--- config.mk ---
export PLATFORM = sky130hd
export DESIGN_NAME = bfloat16_tanh_loader
export DESIGN_NICKNAME = d
export VERILOG_FILES = /design/src/rtl/bfloat16_tanh_loader_pkg.sv /design/src/rtl/bfloat16_tanh_loader_byte_pair_assembler.sv /design/src/rtl/bfloat16_tanh_loader.sv
export SDC_FILE = /design/constraint.sdc
export NUM_CORES = 1
export LEC_CHECK = 0
export BUFFER_PORTS_ARGS = -buffer_cell sky130_fd_sc_hd__buf_2
export CAP_MARGIN = 30
export CORE_MARGIN = 5
export CORE_UTILIZATION = 57
export DETAILED_ROUTE_END_ITERATION = 8
export HOLD_SLACK_MARGIN = 0.15
export PLACE_DENSITY_LB_ADDON = 0.08
export RECOVER_POWER = 25
export SLEW_MARGIN = 20
export SYNTH_ARGS = -nofsm -noshare
export SYNTH_HDL_FRONTEND = slang
export SYNTH_SLANG_ARGS = --single-unit
--- constraint.sdc ---
create_clock -name clk -period 2.32 [get_ports clk]
set_clock_uncertainty 0.1 [all_clocks]
set_input_delay 0.348 -clock clk [delete_from_list [all_inputs] [get_ports clk]]
set_output_delay 0.348 -clock clk [all_outputs]
set_load 0.02 [all_outputs]
--- src/rtl/bfloat16_tanh_loader_pkg.sv ---
// Shared types for the bfloat16 tanh table loader.
// Holds the FSM state enum, size defaults and the bfloat16 word type.
package bfloat16_tanh_loader_pkg;

    localparam int DEF_NUM_ENTRIES = 32;
    localparam int DEF_ADDR_W      = 5;

    typedef logic [15:0] bf16_t;

    typedef enum logic [2:0] {
        IDLE,
        HI,
        LO,
        WRITE,
        CK_HI,
        CK_LO,
        FIN
    } state_t;

endpackage

--- src/rtl/bfloat16_tanh_loader_byte_pair_assembler.sv ---
// Joins a high byte and a low byte into one 16-bit word.
// Ports: clk, rst_x, data (byte), hi_en, lo_en -> word, word_valid (1-cycle pulse).
module byte_pair_assembler
    import bfloat16_tanh_loader_pkg::*;
(
    input  logic       clk,
    input  logic       rst_x,
    input  logic [7:0] data,
    input  logic       hi_en,
    input  logic       lo_en,
    output bf16_t      word,
    output logic       word_valid
);

    logic [7:0] hi_q;

    // word only changes when the low byte lands, so it keeps
    // showing the last complete entry while the next one arrives
    always_ff @(posedge clk or negedge rst_x) begin
        if (!rst_x) begin
            hi_q       <= '0;
            word       <= '0;
            word_valid <= 1'b0;
        end else begin
            word_valid <= lo_en;
            if (hi_en) begin
                hi_q <= data;
            end
            if (lo_en) begin
                word <= {hi_q, data};
            end
        end
    end

endmodule

--- src/rtl/bfloat16_tanh_loader.sv ---
// Streams NUM_ENTRIES bfloat16 tanh entries from a byte source into a table.
// Ports: clk, rst_x, start, s_data/s_valid/s_ready, load_* table write, busy, done, table_valid, cksum_err.
module bfloat16_tanh_loader
    import bfloat16_tanh_loader_pkg::*;
#(
    parameter int NUM_ENTRIES = DEF_NUM_ENTRIES,
    parameter int ADDR_W      = DEF_ADDR_W
) (
    input  logic              clk,
    input  logic              rst_x,
    input  logic              start,
    input  logic [7:0]        s_data,
    input  logic              s_valid,
    output logic              s_ready,
    output logic [15:0]       load_data,
    output logic [ADDR_W-1:0] load_addr,
    output logic              load_enable,
    output logic              busy,
    output logic              done,
    output logic              table_valid,
    output logic              cksum_err
);

    localparam logic [ADDR_W-1:0] LAST = ADDR_W'(NUM_ENTRIES - 1);

    state_t            state;
    logic [ADDR_W-1:0] cnt;
    bf16_t             csum;
    logic [7:0]        ck_hi;
    bf16_t             word;
    logic              word_valid;
    logic              xfer;
    logic              hi_en;
    logic              lo_en;

    // Moore outputs decoded straight from the state flops
    assign s_ready = (state == HI) || (state == LO) ||
                     (state == CK_HI) || (state == CK_LO);
    assign busy        = (state != IDLE);
    assign load_enable = (state == WRITE);
    assign done        = (state == FIN);
    assign load_data   = word;

    assign xfer  = s_valid && s_ready;
    assign hi_en = xfer && (state == HI);
    assign lo_en = xfer && (state == LO);

    byte_pair_assembler u_asm (
        .clk        (clk),
        .rst_x      (rst_x),
        .data       (s_data),
        .hi_en      (hi_en),
        .lo_en      (lo_en),
        .word       (word),
        .word_valid (word_valid)
    );

    always_ff @(posedge clk or negedge rst_x) begin
        if (!rst_x) begin
            state       <= IDLE;
            cnt         <= '0;
            csum        <= '0;
            ck_hi       <= '0;
            load_addr   <= '0;
            table_valid <= 1'b0;
            cksum_err   <= 1'b0;
        end else begin
            unique case (state)
                IDLE: begin
                    if (start) begin
                        state       <= HI;
                        cnt         <= '0;
                        csum        <= '0;
                        table_valid <= 1'b0;
                        cksum_err   <= 1'b0;
                    end
                end
                HI: begin
                    if (xfer) begin
                        state <= LO;
                    end
                end
                LO: begin
                    if (xfer) begin
                        state     <= WRITE;
                        load_addr <= cnt;
                    end
                end
                WRITE: begin
                    if (word_valid) begin
                        csum <= csum ^ word;
                    end
                    if (cnt == LAST) begin
                        state <= CK_HI;
                    end else begin
                        cnt   <= cnt + 1'b1;
                        state <= HI;
                    end
                end
                CK_HI: begin
                    if (xfer) begin
                        ck_hi <= s_data;
                        state <= CK_LO;
                    end
                end
                CK_LO: begin
                    // verdict is visible in the same cycle as done
                    if (xfer) begin
                        table_valid <= ({ck_hi, s_data} == csum);
                        cksum_err   <= ({ck_hi, s_data} != csum);
                        state       <= FIN;
                    end
                end
                FIN: begin
                    state <= IDLE;
                end
                default: begin
                    state <= IDLE;
                end
            endcase
        end
    end

endmodule
==> metrics, run 1 <==
Yosys cell types 39; Clock Path Buffers 2; Congestion Overflow GR 0; Post-Syn Area 2985 um^2; Cell Chain, Critical Path nand3_1 -> inv_1 -> buf_2; status completed; Fmax 461.9 MHz; largest net degree at the start of global routing 35; Yosys top cell area share 53.65%; critical path buffer and inverter count 2; Pwr per Cell Area 1257 nW/um^2; Clock Latency Late Sink 0.34 ns; Hold Path Cell Cnt 2; Rel. slew slack 15.79%; antenna-violating nets left 0; TritonCTS Sinks 64; Worst EP arrival 1.72 ns; post_cts resized 0; Max Slew Vio Count 0; die width 82.37 um; placed cells 334; cts hold-fix bufs 1; Slew @ Worst Pin 1.263 ns; initial antenna violation count 0; Routability Congestion 0.7313; family with the most delay on the worst path flip-flops; syn_nets 245; synth top area cells dfrtp_1 (54%), xor2_1 (9.4%), mux2_2 (8.3%); TritonCTS clock tree built; vias in the first global route between 1,500 and 2,000; initial core utilization 58.45%; Yosys top cell by area dfrtp_1; critical path startpoint category flop; Tcrit/Tclk final about 93%; placed wire-length estimate between 3000 and 4000 um; EDFF count, synth 0; Fill cells around 420; fin nets 290; accumulated negative setup slack 0 ns; r2r worst-path depth 7; share of cells above drive strength 1 27.76%; synthesis-to-finish area growth 16.01%; Worst Slack Setup Final between 0.15 and 0.2 ns; Die ar. 6785 um^2; final setup vio count 0; clock buffer count from CTS 9; fin crit period between 2 and 2.5 ns; Syn Area/Cell between 10 and 15 um^2; sequential share of the synthesized area approximately 54%; H-tree Lvls 3; Overall Global Routing Usage 18.56%; total of max-cap violations 0; Die Y-Extent slightly above 80 um; CP Max Fanout 16; Worst-path clk slew 0.07 ns; non-filler cells, final 351; total detailed-routing wirelength 5331 um; most frequent cell after synthesis dfrtp_1; synth warn 0; Yosys reg bits 64; Leak 1.634 nW; row cnt 26; asr flop ratio synth 100.0%; critical path class flop to primary output; Ant. Diodes 0; RSZ-0062 raised after global routing no; drt drc 0; PortBufs 38; main flop type after synthesis dfrtp_1; instance count on the critical path 3; post-CTS setup repair buffer count 0; Hold Crit Class input pin to flop; core area 5107 um^2; CP peak stage delay between 0.7 and 0.8 ns; commonest cells in the netlist dfrtp_1 (64), xor2_1 (32), mux2_2 (22), nor2_1 (19), mux2_1 (17); CTS root buf clkbuf_8; drt first pass iters 4; Crit. End Element primary output; first-pass GRT wire length 9128 um; via count 1,840; I/O pin count 39; routed vias/inst approximately 5.2; worst endpoint required time 1.87 ns; VDD IR-drop max between 700 and 800 uV; drt initial violations 87; wire per inst 15.19 um; Crit-path slowest cell dfrtp_1; Synth Instances ~230; final hold viol count 0; Place WS 0.2627 ns
==> power breakdown <==
group          leakage (nW)  switching, mW  internal, mW  total [mW]
Clock                 0.116          0.432         0.710        1.14
Combinational         0.693          0.763         0.631        1.39
Sequential            0.825          0.338          1.48        1.82
==> layout make-up <==
cell class | instances | area, um^2 | area share, %
clock buffer | 10 | 127.6 | 3.685
clock inverter | 6 | 107.6 | 3.107
inverter | 4 | 15.01 | 0.4335
multi-input combinational | 153 | 1284 | 37.07
sequential | 64 | 1602 | 46.24
tap | 70 | 87.58 | 2.529
timing repair buffer | 44 | 240.2 | 6.936
==> worst paths after layout <==
check / end / from / slack, ns
worst max-delay path: load_enable / state[0] / 0.16
worst min-delay path: u_asm.word[7] / s_data[7] / 0.19
max in group asynchronous: u_asm.word[11] / rst_x / 0.48
min in group asynchronous: u_asm.word[5] / rst_x / 0.70
worst max register to register: cnt[2] / cnt[0] / 0.29
worst min register to register: u_asm.word[10] / u_asm.hi_q[2] / 0.39
==> sequential cells by signal (all words and copies together), names as in the netlist <==
register          flops
csum                 16
load_addr             5
ck_hi                 8
cksum_err             1
state                 3
u_asm.word           16
cnt                   5
u_asm.hi_q            8
u_asm.word_valid      1
table_valid           1
==> routing by layer <==
layer  vias up  track usage, %  wire (um)
met3         9           4.555        198
met1       898           27.16       2705
li1        897               -          -
met5         -               0          0
met2        36           25.08       2309
met4         0           9.967        117
==> through the flow <==
step | utilization, % | area [um^2] | hold WS, ns | power (mW)
after detailed placement | 63.45 | 3241 | 0.2518 | 3.279
after floorplan | - | 2985 | -0.04759 | 2.873
final | 67.81 | 3463 | 0.1857 | 4.353
after global routing | 67.81 | 3463 | 0.1880 | 4.656
after CTS | 68.25 | 3486 | 0.1695 | 4.442
after global placement | 63.45 | 3241 | 0.2476 | 3.249
==> cells in the final DEF (no fill, tap or decap), types with 3 or more instances in the layout <==
cell type and count:
buf_2 20, nor4_1 4, clkbuf_1 19, nor2_1 19
xor2_1 32, o21ai_1 3, inv_1 4, nor2b_1 4
o21ai_0 8, nand2_1 3, clkbuf_8 9, bufinv_16 3
mux2_1 17, buf_4 3, nand3_1 5, o21ai_2 10
dfrtp_1 64, mux2_2 22
==> kinds of logic after synthesis <==
family	synth area share (%)
DFF	53.65
and+or+nand+nor	10.48
muxes	14.71
xor gates and xnor gates	9.682
AOI/OAI and AO/OA	7.293
buffers and inverters	3.353
adders and majority gates	0.8381
Note: power is estimated with default switching activity, not from simulation.
==> run 2, diff against run 1 <==
==> constraint.sdc (replaced) <==
create_clock -name clk -period 2.32 [get_ports clk]
set_clock_uncertainty 0.1 [all_clocks]
set_input_delay 0.232 -clock clk [delete_from_list [all_inputs] [get_ports clk]]
set_output_delay 0.232 -clock clk [all_outputs]
set_load 0.02 [all_outputs]
==> run 2 against run 1 <==
Routed wire length rose by 3.7%. Clock-buffer cell count rose by 1. First-iteration DRC count fell by 6.9%. Sequential power about the same.
==> metrics, run 2 (synthesis gave the netlist of run 1 again) <==
Clock Latency Late Sink 0.34 ns; Die ar. approximately 6800 um^2; commonest non-fill, non-tap cells in the layout dfrtp_1 (64), buf_2 (39), xor2_1 (32); Worst-path clk slew 0.07 ns; Seq pwr share 43.4%; Routability Congestion approximately 0.73; accumulated negative setup slack 0 ns; worst endpoint required time approximately 2.4 ns; status completed; Hold Crit Class input pin to flop; VDD IR-drop max 832.6 uV; core area 5107 um^2; final core utilization 69.08%; routed vias/inst a little over 5; row cnt 26; clock buffer count from CTS 9; worst setup path start cnt[0]; met3 wire length 214 um; Switch Pwr ~1.5 mW; die width 82.37 um; Logic pwr share 34.3%; placed wire-length estimate approximately 3500 um; Hold Path Cell Cnt 4; CTS root buf clkbuf_8; Worst EP arrival 2.20 ns; cts hold-fix bufs 10; final hold viol count 0; final setup vio count 0; leading cell type in the layout, fill and taps excluded dfrtp_1; drt drc 0; Die Y-Extent 82.37 um; drt first pass iters 4; total of max-cap violations 0; initial antenna violation count 0; Overall Global Routing Usage 19.03%; fin nets approximately 300; Slew @ Worst Pin 1.393 ns; Pwr per Cell Area 1194 nW/um^2; PortBufs 38; top flop regs csum: 16 flops, u_asm.word: 16 flops; I/O pin count 39; initial core utilization 58.45%; share of cells above drive strength 1 32.87%; Crit. End Element flop; worst r2r src cnt[0]; highest routed layer met4; r2r worst-path depth 7; worst hold start start; Fill cells around 390; total detailed-routing wirelength 5527 um; Rel. slew slack 7.111%; wire per inst between 15 and 20 um; fin crit period 2.075 ns; sw frac 36.53%; post_cts resized 0; vias in the first global route ~1,900; critical path startpoint category flop; Ant. Diodes 0; WL met1 2775 um; first-pass GRT wire length 9515 um; wire length on met2 ~2500 um; clock power share around 22%; Fmax just under 500 MHz; Leak 1.712 nW; TritonCTS clock tree built; via count 1,866; Max Slew Vio Count 0; synthesis-to-finish area growth 18.19%; TritonCTS Sinks 64; antenna-violating nets left 0; Tcrit/Tclk final 89.45%; critical path class flop to flop; largest net degree at the start of global routing between 60 and 70; drt initial violations 81; Congestion Overflow GR 0; RSZ-0062 raised after global routing no; Pint 2.673 mW; CP Max Fanout 7; Clock Path Buffers 2; H-tree Lvls 3; post-CTS setup repair buffer count 0
## run 2: cell count changes in the layout (fill, tap and decap cells not counted), sizes merged
cell,before,now
clkbuf,28,11
bufinv,3,1
dlygate4sd3,1,10
buf,25,42
clkinv,2,3
## run 2: layout make-up
| cell class | instances | area [um^2] | area share (%) |
|---|---|---|---|
| well taps | 70 | 87.58 | 2.482 |
| clock buffers | 11 | 141.4 | 4.007 |
| inverters | 4 | 15.01 | 0.4255 |
| flip-flops and latches | 64 | 1602 | 45.39 |
| multi-input cells | 153 | 1284 | 36.38 |
| repair buffers | 52 | 342.8 | 9.716 |
| clock inverters | 5 | 56.30 | 1.596 |
## run 2: stage by stage
step | total power [mW] | hold slack, ns | setup WS, ns | instances | area (um^2)
2_1_floorplan | 2.873 | -0.1636 | 0.4125 | 231 | 2985
3_5_place_dp | 3.294 | 0.1725 | 0.2559 | 333 | 3246
5_1_grt | 4.509 | 0.3445 | 0.1147 | 359 | 3528
3_3_place_gp | 3.246 | 0.1765 | 0.3120 | 333 | 3246
4_1_cts | 4.279 | 0.3406 | 0.2491 | 359 | 3543
6_report | 4.211 | 0.3546 | 0.2448 | 359 | 3528
## run 2: power by group through the flow
stage	registers, mW	logic, mW	clock network (mW)
after global placement	1.83	1.41	0
after CTS	1.83	1.47	0.977
after global routing	1.89	1.59	1.02
after floorplan	1.94	0.931	0
after detailed placement	1.85	1.45	0
final	1.83	1.45	0.939
## run 2: worst paths after layout
kind | slack, ns | end
worst min-delay path | 0.35 | csum[11]
min in group asynchronous | 0.76 | csum[5]
worst max register to register | 0.24 | cnt[2]
max in group asynchronous | 0.51 | u_asm.word[1]
worst max-delay path | 0.24 | cnt[2]
worst min register to register | 0.39 | load_addr[4]
## run 2: worst max-delay path, cell delays in order, from the launching register on
cell and delay [ns]:
dfrtp_1 0.42, ha_1 0.24, and3_1 0.15, ha_1 0.23, nand3b_2 0.25, a21oi_4 0.25, o21ai_1 0.10, a22o_1 0.23
## run 2: metal layers
metal	up-vias	track usage (%)
met2	31	28.04
met3	7	6.508
met1	917	27.10
met5	-	0
met4	0	4.485
li1	911	-
